[src/rtl/asg_pkg.sv]
// asg_pkg: types and defaults shared by the arithmetic sequence generator stages.
//   ASG_ADDR_W / ASG_DATA_W : default sequence RAM address and term widths.
//   asg_rd_state_e          : readback FSM state encoding.
//   asg_fifo_entry_t        : stream buffer entry {data, last}.
package asg_pkg;

    localparam int unsigned ASG_ADDR_W = 10;
    localparam int unsigned ASG_DATA_W = 32;

    typedef enum logic [1:0] {
        StIdle,
        StRead,
        StDrain,
        StDone
    } asg_rd_state_e;

    typedef struct packed {
        logic [ASG_DATA_W-1:0] data;
        logic                  last;
    } asg_fifo_entry_t;

endpackage

[src/rtl/asg_stream_fifo.sv]
// asg_stream_fifo: small synchronous FIFO carrying {data, last} stream entries.
// Ports:
//   clk, rst_n       clock, asynchronous active-low reset
//   push_i, wdata_i  write an entry (must not be full)
//   pop_i, rdata_o   remove the head entry; rdata_o shows the head (valid when !empty_o)
//   count_o          current occupancy
//   full_o, empty_o  occupancy flags
// Depth must be a power of two so the pointers wrap naturally.
module asg_stream_fifo
    import asg_pkg::*;
#(
    parameter int unsigned Depth   = 2,
    parameter type         entry_t = asg_fifo_entry_t
) (
    input  logic                       clk,
    input  logic                       rst_n,
    input  logic                       push_i,
    input  entry_t                     wdata_i,
    input  logic                       pop_i,
    output entry_t                     rdata_o,
    output logic [$clog2(Depth+1)-1:0] count_o,
    output logic                       full_o,
    output logic                       empty_o
);

    localparam int unsigned PtrW = (Depth > 1) ? $clog2(Depth) : 1;
    localparam int unsigned CntW = $clog2(Depth + 1);

    entry_t          mem_q [Depth];
    logic [PtrW-1:0] wr_ptr_q, wr_ptr_d;
    logic [PtrW-1:0] rd_ptr_q, rd_ptr_d;
    logic [CntW-1:0] count_q, count_d;

    always_comb begin
        wr_ptr_d = wr_ptr_q;
        rd_ptr_d = rd_ptr_q;
        count_d  = count_q;
        if (push_i) begin
            wr_ptr_d = wr_ptr_q + PtrW'(1);
        end
        if (pop_i) begin
            rd_ptr_d = rd_ptr_q + PtrW'(1);
        end
        if (push_i && !pop_i) begin
            count_d = count_q + CntW'(1);
        end else if (!push_i && pop_i) begin
            count_d = count_q - CntW'(1);
        end
    end

    always_ff @(posedge clk or negedge rst_n) begin
        if (!rst_n) begin
            wr_ptr_q <= '0;
            rd_ptr_q <= '0;
            count_q  <= '0;
        end else begin
            wr_ptr_q <= wr_ptr_d;
            rd_ptr_q <= rd_ptr_d;
            count_q  <= count_d;
        end
    end

    // Storage needs no reset; occupancy is tracked by count_q.
    always_ff @(posedge clk) begin
        if (push_i) begin
            mem_q[wr_ptr_q] <= wdata_i;
        end
    end

    assign rdata_o = mem_q[rd_ptr_q];
    assign count_o = count_q;
    assign full_o  = (count_q == CntW'(Depth));
    assign empty_o = (count_q == '0);

    pop_when_empty: assert property (@(posedge clk) disable iff (!rst_n) !(pop_i && empty_o));

endmodule

[src/rtl/asg_seq_reader.sv]
// asg_seq_reader: reads a stored arithmetic sequence back from the shared sequence RAM
// and streams the terms out in address order on a valid/ready interface.
// Ports:
//   clk, rst_n                  clock, asynchronous active-low reset
//   start, n                    level start; n (term count) latched when start is accepted
//   mem_read_enable/mem_address RAM read strobe and address
//   mem_read_data               RAM data, valid one cycle after mem_read_enable
//   out_valid/out_data/out_last stream output (registered), out_ready from the sink
//   busy, done                  busy in READ/DRAIN, done in DONE
// Optional (macro ASG_SEQ_READER_CHECK_EN):
//   a1, d                       first term and step, latched with n
//   check_err, err_index        sticky mismatch flag and first mismatching term index
// The output register sits in front of the FIFO, so "fifo_count" excludes the beat currently
// presented; this lets the registered-only issue rule sustain one beat per cycle.
module asg_seq_reader
    import asg_pkg::*;
#(
    parameter int unsigned ADDR_W     = ASG_ADDR_W,
    parameter int unsigned DATA_W     = ASG_DATA_W,
    parameter int unsigned FIFO_DEPTH = 2
) (
    input  logic              clk,
    input  logic              rst_n,
    input  logic              start,
    input  logic [31:0]       n,
    output logic              mem_read_enable,
    output logic [ADDR_W-1:0] mem_address,
    input  logic [DATA_W-1:0] mem_read_data,
    output logic              out_valid,
    output logic [DATA_W-1:0] out_data,
    output logic              out_last,
    input  logic              out_ready,
    output logic              busy,
    output logic              done
`ifdef ASG_SEQ_READER_CHECK_EN
    ,
    input  logic [DATA_W-1:0] a1,
    input  logic [DATA_W-1:0] d,
    output logic              check_err,
    output logic [ADDR_W-1:0] err_index
`endif
);

    localparam int unsigned CntW  = $clog2(FIFO_DEPTH + 1);
    localparam int unsigned CntRW = ADDR_W + 1;
    localparam logic [31:0] DepthN = 32'd1 << ADDR_W;

    typedef struct packed {
        logic [DATA_W-1:0] data;
        logic              last;
    } rd_entry_t;

    asg_rd_state_e    state_q, state_d;
    logic [CntRW-1:0] n_eff_q, n_eff_d;
    logic [CntRW-1:0] rd_cnt_q, rd_cnt_d;
    logic [CntRW-1:0] push_cnt_q, push_cnt_d;
    logic [ADDR_W-1:0] addr_q, addr_d;
    logic             inflight_q, inflight_d;
    logic             out_valid_q, out_valid_d;
    logic [DATA_W-1:0] out_data_q, out_data_d;
    logic             out_last_q, out_last_d;

    logic [CntRW-1:0] n_eff, n_eff_m1;
    logic [CntW-1:0]  fifo_count;
    logic [CntW:0]    occ;
    logic             start_acc, issue, last_issue, push, pop_out, out_free;
    logic             fifo_push, fifo_pop, fifo_full, fifo_empty;
    rd_entry_t        push_entry, fifo_rdata;

    assign n_eff     = (n > DepthN) ? {1'b1, {ADDR_W{1'b0}}} : n[CntRW-1:0];
    assign n_eff_m1  = n_eff_q - CntRW'(1);
    assign start_acc = (state_q == StIdle) && start;

    // Issue decision looks only at registered state: no path from out_ready.
    assign occ        = {1'b0, fifo_count} + {{CntW{1'b0}}, inflight_q};
    assign issue      = (state_q == StRead) && (occ < (CntW + 1)'(FIFO_DEPTH));
    assign last_issue = issue && (rd_cnt_q == n_eff_m1);

    // Data returns the cycle after issue.
    assign push            = inflight_q;
    assign push_entry.data = mem_read_data;
    assign push_entry.last = (push_cnt_q == n_eff_m1);

    always_comb begin
        state_d    = state_q;
        n_eff_d    = n_eff_q;
        rd_cnt_d   = rd_cnt_q;
        push_cnt_d = push_cnt_q;
        addr_d     = addr_q;
        inflight_d = issue;

        case (state_q)
            StIdle: begin
                if (start) begin
                    n_eff_d    = n_eff;
                    rd_cnt_d   = '0;
                    push_cnt_d = '0;
                    addr_d     = '0;
                    state_d    = (n_eff == '0) ? StDone : StRead;
                end
            end
            StRead: begin
                if (last_issue) begin
                    state_d = StDrain;
                end
            end
            StDrain: begin
                if (out_valid_q && out_ready && out_last_q) begin
                    state_d = StDone;
                end
            end
            StDone: begin
                if (!start) begin
                    state_d = StIdle;
                end
            end
            default: state_d = StIdle;
        endcase

        if (issue) begin
            rd_cnt_d = rd_cnt_q + CntRW'(1);
            // Hold the final address rather than wrapping past the top of the RAM.
            if (!last_issue) begin
                addr_d = addr_q + ADDR_W'(1);
            end
        end
        if (push) begin
            push_cnt_d = push_cnt_q + CntRW'(1);
        end
    end

    // Output register: refill from the FIFO head first, else bypass the returning word.
    always_comb begin
        pop_out     = out_valid_q && out_ready;
        out_free    = !out_valid_q || pop_out;
        out_valid_d = out_valid_q;
        out_data_d  = out_data_q;
        out_last_d  = out_last_q;
        fifo_pop    = 1'b0;
        fifo_push   = 1'b0;
        if (out_free) begin
            if (!fifo_empty) begin
                fifo_pop    = 1'b1;
                fifo_push   = push;
                out_valid_d = 1'b1;
                out_data_d  = fifo_rdata.data;
                out_last_d  = fifo_rdata.last;
            end else if (push) begin
                out_valid_d = 1'b1;
                out_data_d  = push_entry.data;
                out_last_d  = push_entry.last;
            end else begin
                out_valid_d = 1'b0;
            end
        end else begin
            fifo_push = push;
        end
    end

    always_ff @(posedge clk or negedge rst_n) begin
        if (!rst_n) begin
            state_q     <= StIdle;
            n_eff_q     <= '0;
            rd_cnt_q    <= '0;
            push_cnt_q  <= '0;
            addr_q      <= '0;
            inflight_q  <= 1'b0;
            out_valid_q <= 1'b0;
            out_data_q  <= '0;
            out_last_q  <= 1'b0;
        end else begin
            state_q     <= state_d;
            n_eff_q     <= n_eff_d;
            rd_cnt_q    <= rd_cnt_d;
            push_cnt_q  <= push_cnt_d;
            addr_q      <= addr_d;
            inflight_q  <= inflight_d;
            out_valid_q <= out_valid_d;
            out_data_q  <= out_data_d;
            out_last_q  <= out_last_d;
        end
    end

    asg_stream_fifo #(
        .Depth   (FIFO_DEPTH),
        .entry_t (rd_entry_t)
    ) u_fifo (
        .clk     (clk),
        .rst_n   (rst_n),
        .push_i  (fifo_push),
        .wdata_i (push_entry),
        .pop_i   (fifo_pop),
        .rdata_o (fifo_rdata),
        .count_o (fifo_count),
        .full_o  (fifo_full),
        .empty_o (fifo_empty)
    );

    push_when_full: assert property (@(posedge clk) disable iff (!rst_n) !(fifo_push && fifo_full));

    assign mem_read_enable = issue;
    assign mem_address     = addr_q;
    assign out_valid       = out_valid_q;
    assign out_data        = out_data_q;
    assign out_last        = out_last_q;
    assign busy            = (state_q == StRead) || (state_q == StDrain);
    assign done            = (state_q == StDone);

`ifdef ASG_SEQ_READER_CHECK_EN
    // Expected term tracked as a running sum a1 + k*d (wraps modulo 2**DATA_W).
    logic [DATA_W-1:0] exp_q, exp_d;
    logic [DATA_W-1:0] step_q, step_d;
    logic              err_q, err_d;
    logic [ADDR_W-1:0] err_idx_q, err_idx_d;

    always_comb begin
        exp_d     = exp_q;
        step_d    = step_q;
        err_d     = err_q;
        err_idx_d = err_idx_q;
        if (start_acc) begin
            exp_d     = a1;
            step_d    = d;
            err_d     = 1'b0;
            err_idx_d = '0;
        end else if (push) begin
            exp_d = exp_q + step_q;
            if (!err_q && (mem_read_data != exp_q)) begin
                err_d     = 1'b1;
                err_idx_d = push_cnt_q[ADDR_W-1:0];
            end
        end
    end

    always_ff @(posedge clk or negedge rst_n) begin
        if (!rst_n) begin
            exp_q     <= '0;
            step_q    <= '0;
            err_q     <= 1'b0;
            err_idx_q <= '0;
        end else begin
            exp_q     <= exp_d;
            step_q    <= step_d;
            err_q     <= err_d;
            err_idx_q <= err_idx_d;
        end
    end

    assign check_err = err_q;
    assign err_index = err_idx_q;
`endif

endmodule
[config.mk]
export PLATFORM = sky130hd
export DESIGN_NAME = asg_seq_reader
export DESIGN_NICKNAME = d
export VERILOG_FILES = /design/src/rtl/asg_pkg.sv /design/src/rtl/asg_stream_fifo.sv /design/src/rtl/asg_seq_reader.sv
export SDC_FILE = /design/constraint.sdc
export NUM_CORES = 1
export LEC_CHECK = 0
export CAP_MARGIN = 10
export CORE_MARGIN = 2
export CORE_UTILIZATION = 35
export CTS_CLUSTER_DIAMETER = 200
export DETAILED_ROUTE_END_ITERATION = 6
export PLACE_DENSITY = 0.67
export SYNTH_ARGS = -nofsm -noshare
export SYNTH_HDL_FRONTEND = slang
export SYNTH_SLANG_ARGS = --single-unit
[constraint.sdc]
create_clock -name clk -period 5.9 [get_ports clk]
set_clock_uncertainty 0.2 [all_clocks]
set_input_delay 1.18 -clock clk [delete_from_list [all_inputs] [get_ports clk]]
set_output_delay 1.18 -clock clk [all_outputs]
set_load 0.01 [all_outputs]
==> results.cfg, run 1 <==
[run_status]
status = finished clean

[floorplanning]
die-area_um2 = 21660
core.rowCount = 52
coreArea_um2 = 20170
ios = 115
die_h_um = 147.2
fp.dieW_um = 147.2
initial_utilization = 0.3558

[critical_path]
cpPeakStageDelay_ns = 0.64
crit_top_cell = inv_1
cp_max_fo = 17
rr_worst_depth = 8
worstPathArrival_ns = 2.85
path_buf_inv = 4
crit_cells = 6
cp_top_family = buffers and inverters
criticalPathCategory = reg -> out
cp-end-kind = output pin
cp-start-kind = register
cpMaxStageDelayCell = clkdlybuf4s50_1
worstPathCellList = inv_1 -> ha_1 -> inv_1 -> a211o_1 -> inv_1 -> clkdlybuf4s50_1
required_ns = 4.52

[timing]
relSlewSlack = 0.2022
rsz0062_at_grt = false
worst_pin_slew_ns = 1.192
drv_slew = 0
fin_ws_ns = 1.672
period_minus_slack_ns = 4.228
final.period_utilization = 0.7166
fin_tns_setup_ns = 0
hold_viol = 0
fmax_ghz = 0.2365
setup_viol = 0

[logic_synthesis]
ys_ff_latch = 150
yosys_warnings = 0
synthXorXnorAreaFrac = 0.05737
synthSimpleGateAreaFrac = 0.1348
muxShareOfSynthArea = 0.06277
synth_most_common_cell = dfrtp_1
syn_area_um2 = 7176
synth-compound-area-share = 0.1301
ys_types = 63
syn-instance-count = 631
synth_top_area_frac = 0.2929
seq_area_frac_synth = 0.5691
yosys.area.top_type = dfrtp_1
synth_top_family_by_area = simple AND/OR/NAND/NOR gates
yosys-top-cells-count = dfrtp_1 (84), edfxtp_1 (66), nand2_1 (65)
synth_area_leaders = dfrtp_1 (29%), edfxtp_1 (28%), mux2i_1 (3.8%)
postSynthAreaPerCell_um2 = 11.37
async_flop_share = 0.5600
synth_ff_type = dfrtp_1
syn_nets = 708
synthAdderAreaFrac = 0.01569
synth_edf_count = 66

[route]
viasPerCell = 5.009
final_antenna_net_count = 0
drt_wl_total_um = 15360
drt-initial-drc-count = 210
drt-pass1-iter-count = 4
wire_per_inst_um = 15.10
drc_errors = 0
vias = 5094

[cells_and_area]
drive_gt1_frac = 0.09505
multi_input_area_um2 = 2895
areaGrowthSynthToFinish_pct = 27.58
final_nets = 812
fin_util = 0.4539
stdcell_count = 1017
antenna_cells = 0
seq_area_um2 = 4085
fill_cells = 1894

[place]
dp_hpwl_um = 10290
place.gp.congestion = 0.7801
pre_cts_slack_ns = 2.097
placed_cells = 986
port_buffers = 114

[power]
pwr-share-clk = 0.267
p_switching_uw = 1399
max-vdd-ir-drop_mv = 0.2508
power.density_nw_per_um2 = 453.4
swShare = 0.3370
combPwrFrac = 0.336
p_int_uw = 2752
seq_power_share = 0.397
p_leak_uw = 0.003554

[worst_hold_path]
min_path_cells = 2
hold_class = reg -> reg

[clock_network]
cts.sinks = 150
cts_htree_levels = 4
clock-root-buffer = clkbuf_16
hold_buffers = 0
clk_path_buf_depth = 2
cts_resized = 0
cts_setup_buffers = 0
cts_tree = built
path_clk_slew_ns = 0.06
cts-buffers-inserted = 17
insertion_delay_ns = 0.42

[global_routing]
grt_overflow = 0
grt_pass1_vias = 4970
grt_util_all_layers = 0.1477
grt_first_pass_wirelength_um = 25380
antenna_found_initial = 0
grt_max_degree = 53

[job]
drv_cap = 0
## power groups by stage
stage	Combinational [uW]	Clock (uW)	Sequential [uW]
detailed placement	1410	0	1670
CTS	1420	1140	1650
global placement	1400	0	1660
global route	1560	1170	1690
floorplan	880	0	1600
finish	1390	1110	1650
## worst register-to-register path, delay by kind of cell (launching register included)
kind | cells | cell delay (ns)
DFF | 1 | 0.46
muxes | 1 | 0.25
AOI/OAI and AO/OA | 2 | 1.17
buffers and inverters | 1 | 0.09
xor gates and xnor gates | 1 | 0.17
and+or+nand+nor | 2 | 0.87
adders and majority gates | 1 | 0.22
## layout make-up
class | count | area share
Clock buffer | 18 | 0.04688
Clock inverter | 13 | 0.01872
Inverter | 20 | 0.008200
Multi-Input combinational cell | 429 | 0.3163
Sequential cell | 150 | 0.4462
Tap cell | 270 | 0.03690
Timing Repair Buffer | 117 | 0.1268
## metrics by stage
step / instance area (um^2) / power, uW / hold slack (ns)
2_1_floorplan: 7176 / 2485 / 0.2588
3_3_place_gp: 8554 / 3065 / 0.2621
3_5_place_dp: 8554 / 3083 / 0.2699
4_1_cts: 9155 / 4207 / 0.2836
5_1_grt: 9155 / 4427 / 0.3075
6_report: 9155 / 4151 / 0.2764
## flip-flops by register name, summed over array words and instances, names as in the netlist
signal           flops
u_fifo.rd_ptr_q      1
push_cnt_q          11
out_valid            1
u_fifo.mem_q        66
mem_address         10
out_data            32
out_last             1
rd_cnt_q            11
u_fifo.count_o       2
n_eff_q             11
inflight_q           1
u_fifo.wr_ptr_q      1
state_q              2
## metal layers
layer	part of all wire	up-vias	global-route usage	routed length, um
met5	0	-	0	0
met1	0.48	2441	0.2004	7432
met4	0.0091	0	0.03510	140
met2	0.47	112	0.2402	7204
li1	-	2531	-	-
met3	0.038	10	0.03634	579
## cell families (layout without fill, tap and decap cells)
family	Yosys count	after routing
XOR/XNOR	34	34
AO/OA/AOI/OAI	144	144
buffers and inverters	52	168
adder cells (fa/ha/maj)	9	9
flip-flops	150	150
multiplexers	43	43
AND/OR/NAND/NOR	199	199
## worst paths after layout
check,start,to,slack (ns)
min,out_data[10],out_data[10],0.28
max in group asynchronous,rst_n,u_fifo.rd_ptr_q,3.90
min in group asynchronous,rst_n,mem_address[0],0.50
min reg2reg,out_data[10],out_data[10],0.28
max reg2reg,n_eff_q[0],mem_address[1],2.40
max,state_q[1],mem_read_enable,1.67
## cells in the final DEF, fill, tap and decap left out, drive strengths merged, types with 9 or more instances in the layout
master,synthesis,routed
clkbuf,25,18
o22ai,14,14
nand2,66,66
o21ai,50,50
mux2,16,16
nand3,20,20
a21oi,33,33
xnor2,17,17
nor4,10,10
a22o,10,10
mux2i,27,27
clkdlybuf4s50,0,113
edfxtp,66,66
dfrtp,84,84
ha,9,9
inv,20,27
xor2,9,9
nor2,53,53
Note: power is estimated with default switching activity, not from simulation.
==> run 2, diff against run 1 <==
PLACE_DENSITY = 0.69   (was 0.67)
clock period = 3.55 ns   (was 5.9 ns; I/O delays follow)
==> run 2 against run 1 <==
Effect of this change: flip-flop and latch count did not move; non-clock buffer count rose by 9; via count rose by 1.9%; clock power rose by 48%; core utilization rose by 0.12 points; largest power group unchanged.
==> results.cfg, run 2 (synthesis gave the netlist of run 1 again) <==
[power]
power.density_nw_per_um2 = 737.2
p_int_uw = 4403
p_switching_uw = 2365
seq_power_share = 0.398
max-vdd-ir-drop_mv = 0.3106
power.total_uw = 6767
combPwrFrac = 0.359
pwr-share-clk = 0.243
swShare = 0.3494
p_leak_uw = 0.003570

[timing]
period_minus_slack_ns = 3.202
fin_tns_setup_ns = 0
worst_pin_slew_ns = 0.9372
fin_hold_ws_ns = 0.1055
setup_viol = 0
relSlewSlack = 0.3752
rsz0062_at_grt = false
final.period_utilization = 0.9020
hold_viol = 0
drv_slew = 0
fmax_ghz = 0.3123

[critical_path]
cp-start-kind = register
cpMaxStageDelayCell = clkdlybuf4s50_1
criticalPathCategory = reg -> out
cpPeakStageDelay_ns = 0.55
crit_top_cell = inv_1
cp_max_fo = 6
worstPathArrival_ns = 2.29
cp-end-kind = output pin
required_ns = 2.64
worstPathCellList = inv_1 -> ha_1 -> inv_1 -> a211o_1 -> inv_1 -> clkdlybuf4s50_1

[global_routing]
grt_util_all_layers = 0.1527
antenna_found_initial = 0
grt_pass1_vias = 5108
grt_max_degree = 52
grt_overflow = 0
grt_first_pass_wirelength_um = 26310

[cells_and_area]
drive_gt1_frac = 0.1030
fin_util = 0.4551
seq_area_um2 = 4085
final_nets = 821
final_common_cell = clkdlybuf4s50_1
multi_input_area_um2 = 2895
largest_register = u_fifo.mem_q
largest_reg_flops = 66
fill_cells = 1879
final_area_um2 = 9180
areaGrowthSynthToFinish_pct = 27.93
mostFrequentLayoutCells = clkdlybuf4s50_1 (113), dfrtp_1 (83), edfxtp_1 (66), nand2_1 (65), nor2_1 (51)
antenna_cells = 0

[clock_network]
hold_buffers = 0
cts.sinks = 150
cts_resized = 0
cts-buffers-inserted = 17
cts_setup_buffers = 0
path_clk_slew_ns = 0.07
cts_htree_levels = 4
cts_tree = built
insertion_delay_ns = 0.43
clk_path_buf_depth = 2
clock-root-buffer = clkbuf_16

[job]
drv_cap = 0

[floorplanning]
ios = 115
initial_utilization = 0.3558
core.rowCount = 52
die-area_um2 = 21660
die_h_um = 147.2
fp.dieW_um = 147.2
coreArea_um2 = 20170

[route]
wire_per_inst_um = 15.36
drt-pass1-iter-count = 4
drt-initial-drc-count = 265
drc_errors = 0
final_antenna_net_count = 0
drt_wl_total_um = 15770
viasPerCell = 5.053
vias = 5189

[place]
place.gp.congestion = 0.8276
dp_hpwl_um = 10740
dpl_cell_area_um2 = 8647
port_buffers = 114

[run_status]
status = finished clean

[worst_hold_path]
hold_class = in -> async
run 2: changes by cell type in the layout (fill, tap and decap cells not counted), sizes merged:
cell	change
buf	+9
bufinv	-3
clkbuf	+1
clkinv	+6
inv	-3
run 2: layout make-up:
| cell class | count | share of cell area |
|---|---|---|
| tap | 270 | 0.03680 |
| inverter | 20 | 0.008178 |
| clock inverter | 13 | 0.01090 |
| clock buffer | 19 | 0.04716 |
| timing repair buffer | 126 | 0.1366 |
| sequential | 150 | 0.4450 |
| multi-input combinational | 429 | 0.3154 |
run 2: layer usage:
metal,vias up,global-route usage,wire length [um]
met5,-,0,0
met4,0,0.04904,200
met3,13,0.03696,774
met2,136,0.2570,7638
met1,2494,0.1946,7156
li1,2546,-,-
run 2: path summary, 6_finish.rpt:
path	start	end	slack, ns	depth (start not counted)
worst min-delay path	rst_n	rd_cnt_q[1]	0.11	1
max in group asynchronous	rst_n	out_data[9]	2.37	2
worst max register to register	n_eff_q[0]	mem_address[7]	0.54	8
min in group clk	out_data[1]	out_data[1]	0.28	2
worst min register to register	out_data[1]	out_data[1]	0.28	2
worst max-delay path	state_q[1]	mem_read_enable	0.35	6
run 2: critical path: cells and delay by family (launching register included):
family / cells / cell delay, ns
AOI/OAI and AO/OA: 1 / 0.29
adders and majority gates: 1 / 0.28
buffers and inverters: 4 / 0.88
DFF: 1 / 0.42
run 2: through the flow:
stage / cells / setup slack [ns]
detailed placement: 995 / 0.4527
floorplan: 631 / 0.4635
global placement: 995 / 0.5232
CTS: 1027 / 0.3331
global route: 1027 / 0.2149
finish: 1027 / 0.3480
run 2: power by group through the flow:
| stage | Combinational [uW] | Sequential, uW | Clock [uW] |
|---|---|---|---|
| floorplan | 1460 | 2670 | 0 |
| global placement | 2420 | 2720 | 0 |
| global route | 2690 | 2770 | 1760 |
| finish | 2430 | 2700 | 1640 |
| detailed placement | 2450 | 2740 | 0 |
| CTS | 2460 | 2710 | 1680 |
